--- config.mk ---
export PLATFORM = sky130hd
export DESIGN_NAME = pc_gen
export DESIGN_NICKNAME = d
export VERILOG_FILES = /design/src/rtl/mips_pc_pkg.sv /design/src/rtl/ras_stack.sv /design/src/rtl/pc_gen.sv
export SDC_FILE = /design/constraint.sdc
export NUM_CORES = 1
export LEC_CHECK = 0
export BUFFER_PORTS_ARGS = -buffer_cell sky130_fd_sc_hd__buf_4
export CORE_MARGIN = 5
export CORE_UTILIZATION = 55
export CTS_CLUSTER_DIAMETER = 80
export DETAILED_ROUTE_END_ITERATION = 16
export GPL_TIMING_DRIVEN = 0
export PLACE_DENSITY_LB_ADDON = 0.1
export SLEW_MARGIN = 15
export SYNTH_ARGS = -nofsm -noshare
export SYNTH_HDL_FRONTEND = slang
export SYNTH_SLANG_ARGS = --single-unit
--- constraint.sdc ---
create_clock -name clk -period 6.6 [get_ports clk]
set_clock_uncertainty 0.1 [all_clocks]
set_input_delay 1.32 -clock clk [delete_from_list [all_inputs] [get_ports clk]]
set_output_delay 1.32 -clock clk [all_outputs]
set_load 0.03 [all_outputs]
--- src/rtl/mips_pc_pkg.sv ---
// rtl/mips_pc_pkg.sv - shared types and default vectors for the fetch PC generator
package mips_pc_pkg;

   typedef enum logic [1:0] {ST_BOOT, ST_RUN, ST_HALT} pc_state_e;

   // Winning next-PC source; HOLD covers stall, halt and boot cycles.
   typedef enum logic [2:0] {
      SRC_HOLD, SRC_SEQ, SRC_EXC, SRC_ERET, SRC_BR, SRC_JMP, SRC_RAS
   } pc_src_e;

   localparam logic [31:0] DEF_RESET_VEC = 32'h0000_0000;
   localparam logic [31:0] DEF_EXC_VEC   = 32'h8000_0180;

   function automatic logic is_redirect(pc_src_e s);
      return (s == SRC_EXC) || (s == SRC_ERET) || (s == SRC_BR) ||
             (s == SRC_JMP) || (s == SRC_RAS);
   endfunction

endpackage

--- src/rtl/ras_stack.sv ---
// rtl/ras_stack.sv - circular return-address LIFO that overwrites the oldest entry when full
module ras_stack #(
   parameter int WIDTH = 32,
   parameter int DEPTH = 4,
   localparam int PW = $clog2(DEPTH),
   localparam int CW = $clog2(DEPTH + 1)
) (
   input  logic             clk,
   input  logic             rst,
   input  logic             push,
   input  logic             pop,
   input  logic [WIDTH-1:0] push_data,
   output logic [WIDTH-1:0] top,
   output logic             empty,
   output logic [CW-1:0]    count
);

   logic [WIDTH-1:0] r_mem [DEPTH];
   logic [PW-1:0]    r_top;
   logic [CW-1:0]    r_count;
   logic [PW-1:0]    w_top_inc;
   logic             w_pop;

   assign w_top_inc = r_top + PW'(1);
   assign w_pop     = pop && (r_count != '0);

   always_ff @(posedge clk or posedge rst) begin
      if (rst) begin
         r_top   <= '0;
         r_count <= '0;
      end else if (push && w_pop) begin
         r_top <= r_top;
      end else if (push) begin
         r_top <= w_top_inc;
         if (r_count != CW'(DEPTH))
            r_count <= r_count + CW'(1);
      end else if (w_pop) begin
         r_top   <= r_top - PW'(1);
         r_count <= r_count - CW'(1);
      end
   end

   // Push with a simultaneous pop replaces the current top in place.
   always_ff @(posedge clk) begin
      if (push)
         r_mem[w_pop ? r_top : w_top_inc] <= push_data;
   end

   assign top   = r_mem[r_top];
   assign empty = (r_count == '0);
   assign count = r_count;

endmodule

--- src/rtl/pc_gen.sv ---
// rtl/pc_gen.sv - fetch PC generator with prioritised redirects, halt and RAS
module pc_gen
   import mips_pc_pkg::*;
#(
   parameter int               WIDTH     = 32,
   parameter logic [WIDTH-1:0] RESET_VEC = WIDTH'(DEF_RESET_VEC),
   parameter logic [WIDTH-1:0] EXC_VEC   = WIDTH'(DEF_EXC_VEC),
   parameter int               STEP      = 4,
   parameter int               RAS_DEPTH = 4
) (
   input  logic             clk,
   input  logic             rst,
   input  logic             stall,
   input  logic             halt,
   input  logic             resume,
   input  logic             exc_req,
   input  logic             eret,
   input  logic             br_taken,
   input  logic [WIDTH-1:0] br_target,
   input  logic             jmp_valid,
   input  logic [WIDTH-1:0] jmp_target,
   input  logic             ras_push,
   input  logic [WIDTH-1:0] ras_push_addr,
   input  logic             ras_pop,
   output logic [WIDTH-1:0] pc,
   output logic             pc_valid,
   output logic [WIDTH-1:0] epc,
   output logic             flush,
   output logic             ras_empty
);

   localparam int CW = $clog2(RAS_DEPTH + 1);

   pc_state_e        r_state, w_state_next;
   pc_src_e          w_src;
   logic [WIDTH-1:0] r_pc, r_epc, w_pc_next, w_epc_next, w_ras_top;
   logic             r_flush, r_pc_valid;
   logic             w_ras_push, w_ras_pop, w_ras_empty;
   logic [CW-1:0]    w_ras_count;

   ras_stack #(.WIDTH(WIDTH), .DEPTH(RAS_DEPTH)) u_ras (
      .clk       (clk),
      .rst       (rst),
      .push      (w_ras_push),
      .pop       (w_ras_pop),
      .push_data (ras_push_addr),
      .top       (w_ras_top),
      .empty     (w_ras_empty),
      .count     (w_ras_count)
   );

   always_ff @(posedge clk or posedge rst) begin
      if (rst) r_state <= ST_BOOT;
      else     r_state <= w_state_next;
   end

   always_comb begin
      w_src        = SRC_HOLD;
      w_state_next = r_state;
      case (r_state)
         ST_BOOT: w_state_next = ST_RUN;
         ST_RUN: begin
            if (exc_req)                              w_src = SRC_EXC;
            else if (eret)                            w_src = SRC_ERET;
            else if (br_taken)                        w_src = SRC_BR;
            else if (jmp_valid)                       w_src = SRC_JMP;
            else if (ras_pop && (w_ras_count != '0))  w_src = SRC_RAS;
            else if (halt || stall)                   w_src = SRC_HOLD;
            else                                      w_src = SRC_SEQ;
            if (halt && !is_redirect(w_src))
               w_state_next = ST_HALT;
         end
         ST_HALT: begin
            if (exc_req)
               w_src = SRC_EXC;
            if (exc_req || resume)
               w_state_next = ST_RUN;
         end
         default: w_state_next = ST_BOOT;
      endcase
   end

   always_comb begin
      w_pc_next = r_pc;
      case (w_src)
         SRC_EXC:  w_pc_next = EXC_VEC;
         SRC_ERET: w_pc_next = r_epc;
         SRC_BR:   w_pc_next = br_target;
         SRC_JMP:  w_pc_next = jmp_target;
         SRC_RAS:  w_pc_next = w_ras_top;
         SRC_SEQ:  w_pc_next = r_pc + WIDTH'(STEP);
         default:  w_pc_next = r_pc;
      endcase
      w_epc_next = (w_src == SRC_EXC) ? r_pc : r_epc;
      w_ras_push = (r_state == ST_RUN) && ras_push && !exc_req;
      w_ras_pop  = (w_src == SRC_RAS);
   end

   always_ff @(posedge clk or posedge rst) begin
      if (rst) begin
         r_pc       <= RESET_VEC;
         r_epc      <= '0;
         r_flush    <= 1'b0;
         r_pc_valid <= 1'b0;
      end else begin
         r_pc       <= w_pc_next;
         r_epc      <= w_epc_next;
         r_flush    <= is_redirect(w_src);
         r_pc_valid <= (w_state_next == ST_RUN);
      end
   end

   assign pc        = r_pc;
   assign epc       = r_epc;
   assign flush     = r_flush;
   assign pc_valid  = r_pc_valid;
   assign ras_empty = w_ras_empty;

endmodule

==> impl_metrics.py <==
metrics = {
    "timing": {
        "rsz0062_at_grt": "false",
        "finalHoldViolCount": 0,
        "relSlewSlack_pct": 39.1,
        "fin_tns_setup_ns": 0,
        "period_minus_slack_ns": 3.61,
        "whs_ns": 0.436,
        "fin_crit_sh_pct": 54.7,
        "worst_pin_slew_ns": 0.912,
        "finalMaxSlewViolations": 0,
        "finalSetupViolations": 0,
        "timing.fmax_mhz": 277,
    },
    "floorplan": {
        "die-width_um": 140,
        "die_h_um": 140,
        "pin_count": 174,
        "core-area_um2": 16600,
        "die-area_um2": 19600,
        "rows": 47,
        "initial_core_util_pct": 56.1,
    },
    "critical_path": {
        "start_kind": "input port",
        "worst-path-buf-inv": 4,
        "reg2reg_slack_ns": 3.06,
        "cp.required_ns": 6.70,
        "worstReg2RegEnd": "u_ras.r_mem[0][11]",
        "max_stage_delay_ns": 0.42,
        "crit_path_cell_trace": "buf_4 > nand4bb_1 > a211o_1 > or3_1 > buf_2 > or3_1 > a21oi_4 > buf_16 > buf_16",
        "endpoint_kind": "flip-flop",
        "path_delay_family": "simple AND/OR/NAND/NOR gates",
        "r2r_cells": 10,
        "slowest_stage": "a21oi_4",
        "rr_startpoint": "r_state[1]",
        "crit_fanout": 15,
        "critPathKind": "input port to flip-flop",
        "arrival_ns": 3.71,
    },
    "hold_path": {
        "hold_class": "flip-flop to flip-flop",
        "whs_endpoint": "pc[0]",
        "hold_start": "pc[0]",
        "whs_path_depth": 2,
    },
    "synthesis": {
        "yosysUniqueCellTypes": 66,
        "synthFlopType": "edfxtp_1",
        "syn_area_um2": 9300,
        "syn_nets": 773,
        "netlist_top_cells_area": "edfxtp_1 41%, dfrtp_1 20%, mux4_2 7.7%",
        "ys_ff_latch": 201,
        "ys_warn_count": 0,
        "synth-edff-count": 128,
        "synth_top_area_share_pct": 41.3,
        "yosysMostFrequentCell": "edfxtp_1",
        "synthCells": 660,
        "yosysTopAreaCell": "edfxtp_1",
        "synth_commonest_cells": "128 x edfxtp_1, 73 x dfrtp_1, 55 x nand2_1",
        "ys_seq_area_share_pct": 60.9,
        "syn_avg_cell_area_um2": 14.1,
        "ys_async_sr_fraction_pct": 36.3,
    },
    "placement": {
        "gp_congestion": 0.920,
        "dpl.hpwl_um": 20000,
        "portBuffers": 173,
    },
    "routing": {
        "final_antenna_net_count": 0,
        "wl_um": 27100,
        "vias_per_cell": 6.22,
        "wl_per_cell_um": 24.7,
        "drt_iter0_markers": 628,
        "vias": 6816,
        "drt_drc_violations_left": 0,
        "drt_pass1_iterations": 5,
    },
    "job": {
        "max-cap-violations": 0,
    },
    "layout": {
        "final.fill_count": 1204,
        "postLayoutCoreUtil_pct": 70.7,
        "nNetsFinal": 975,
        "area_delta_synth_final_pct": 25.9,
        "diodes": 0,
        "final_layout_size_suffix_gt1_share_pct": 36.6,
    },
    "clock_network": {
        "cts-root-buf": "clkbuf_16",
        "cts_resized": 0,
        "h-tree-depth": 1,
        "cts_num_sinks": 201,
        "post_cts_buffers": 0,
        "clock_path_buffers": 3,
        "numCtsBuffers": 21,
        "cts.clk_slew.worst_paths_ns": 0.06,
        "cts-hold-fix-buffers": 0,
        "clk-insertion-delay-late_ns": 0.50,
        "cts_tree": "yes",
    },
    "global_route": {
        "grt-ovfl-total": 0,
        "grt_max_degree": 39,
        "first_global_vias": 7050,
        "grt_pass1_wl_um": 41000,
        "grt_usage_pct": 27.2,
        "antenna_found_initial": 0,
    },
    "power_and_ir_drop": {
        "power.net_switching_mw": 1.93,
        "power_frac_seq_pct": 36.2,
        "pwr_density_cell_nw_per_um2": 432,
        "p_int_mw": 3.13,
        "pwr-share-clk_pct": 23.1,
        "leakage_nw": 4.61,
        "irDropWorstVdd_mv": 0.250,
        "combPwrFrac_pct": 40.8,
        "p_sw_share_pct": 38.2,
    },
    "outcome": {
        "status": "finished, final reports clean",
    },
}
## cell families (layout without fill, tap and decap cells)
kind of cell	after synthesis	after routing	share of synthesized area (%)
AO/OA/AOI/OAI	144	144	11.4
XOR/XNOR	22	22	2.07
adder cells (fa/ha/maj)	6	6	0.888
buffers and inverters	44	259	2.30
flip-flops	201	201	60.9
multiplexers	78	78	13.2
AND/OR/NAND/NOR	165	165	9.20
## worst max path at each step
| stage | startpoint | end | cells after the start |
|---|---|---|---|
| after floorplan | eret | u_ras.r_mem[0][0] | 6 |
| final | eret | u_ras.r_mem[0][11] | 9 |
| after detailed placement | exc_req | u_ras.r_mem[2][29] | 7 |
| after CTS | exc_req | u_ras.r_mem[0][14] | 9 |
| after global placement | exc_req | u_ras.r_mem[0][10] | 7 |
| after global routing | exc_req | u_ras.r_mem[2][22] | 7 |
## through the flow
stage / total power, mW / area, um2 / worst slack, ns / cells
after global routing: 5.28 / 11700 / 2.89 / 1095
after global placement: 3.83 / 10900 / 0.220 / 1053
final: 5.06 / 11700 / 2.99 / 1095
after floorplan: 3.11 / 9300 / 1.85 / 660
after detailed placement: 3.91 / 11100 / 2.51 / 1059
after CTS: 5.07 / 11700 / 3.02 / 1095
## state kept, by name, indices dropped and copies added, names as in the netlist
name         cells
epc             32
flush            1
pc              32
pc_valid         1
r_state          2
u_ras.count      3
u_ras.r_mem    128
u_ras.r_top      2
## routing by layer
layer | global-route usage, % | part of all wire, % | vias to the layer above
met2 | 44.7 | 48 | 358
li1 | - | - | 3012
met1 | 36.0 | 39 | 3369
met4 | 10.7 | 4.3 | 0
met5 | 0 | 0 | -
met3 | 5.69 | 8.6 | 77
## cell usage in the layout, fill, tap and decap left out, drive strengths merged, types with 4 or more instances in the layout
cell type and n:
buf 201, edfxtp 128, dfrtp 73, nand2 55
mux2 41, clkbuf 41, mux4 32, a21oi 29
nor2 25, nand3 21, o21ai 20, nor3 18
xnor2 14, o221ai 10, a22o 10, and3 10
a22oi 9, a31oi 8, a221oi 8, xor2 8
a221o 8, and2 7, a21o 7, and4 7
inv 7, clkinv 7, o22ai 6, nand4 5
mux2i 5, ha 5, nor2b 4, a211o 4
a222oi 4, o211ai 4
## cell type report
type	count	area, um2	share of cell area [%]
inverters	7	28.8	0.246
plain buffers	37	188	1.60
multi-input cells	415	3450	29.5
clock inverters	10	119	1.01
repair buffers	179	1440	12.3
clock buffers	26	544	4.64
well taps	220	275	2.35
flip-flops and latches	201	5670	48.4
## power groups by stage
stage | clock network (mW) | registers (mW) | logic, mW
after floorplan | 0 | 2.07 | 1.05
after global placement | 0 | 1.84 | 1.99
after detailed placement | 0 | 1.85 | 2.06
after CTS | 1.18 | 1.82 | 2.06
after global routing | 1.24 | 1.86 | 2.19
final | 1.17 | 1.83 | 2.06
## tightest hold or removal path, cell delays in order (launching register included)
cell	delay, ns
dfrtp_1	0.37
nand2_1	0.06
o221ai_1	0.07
Power figures use the tool's default switching activity.
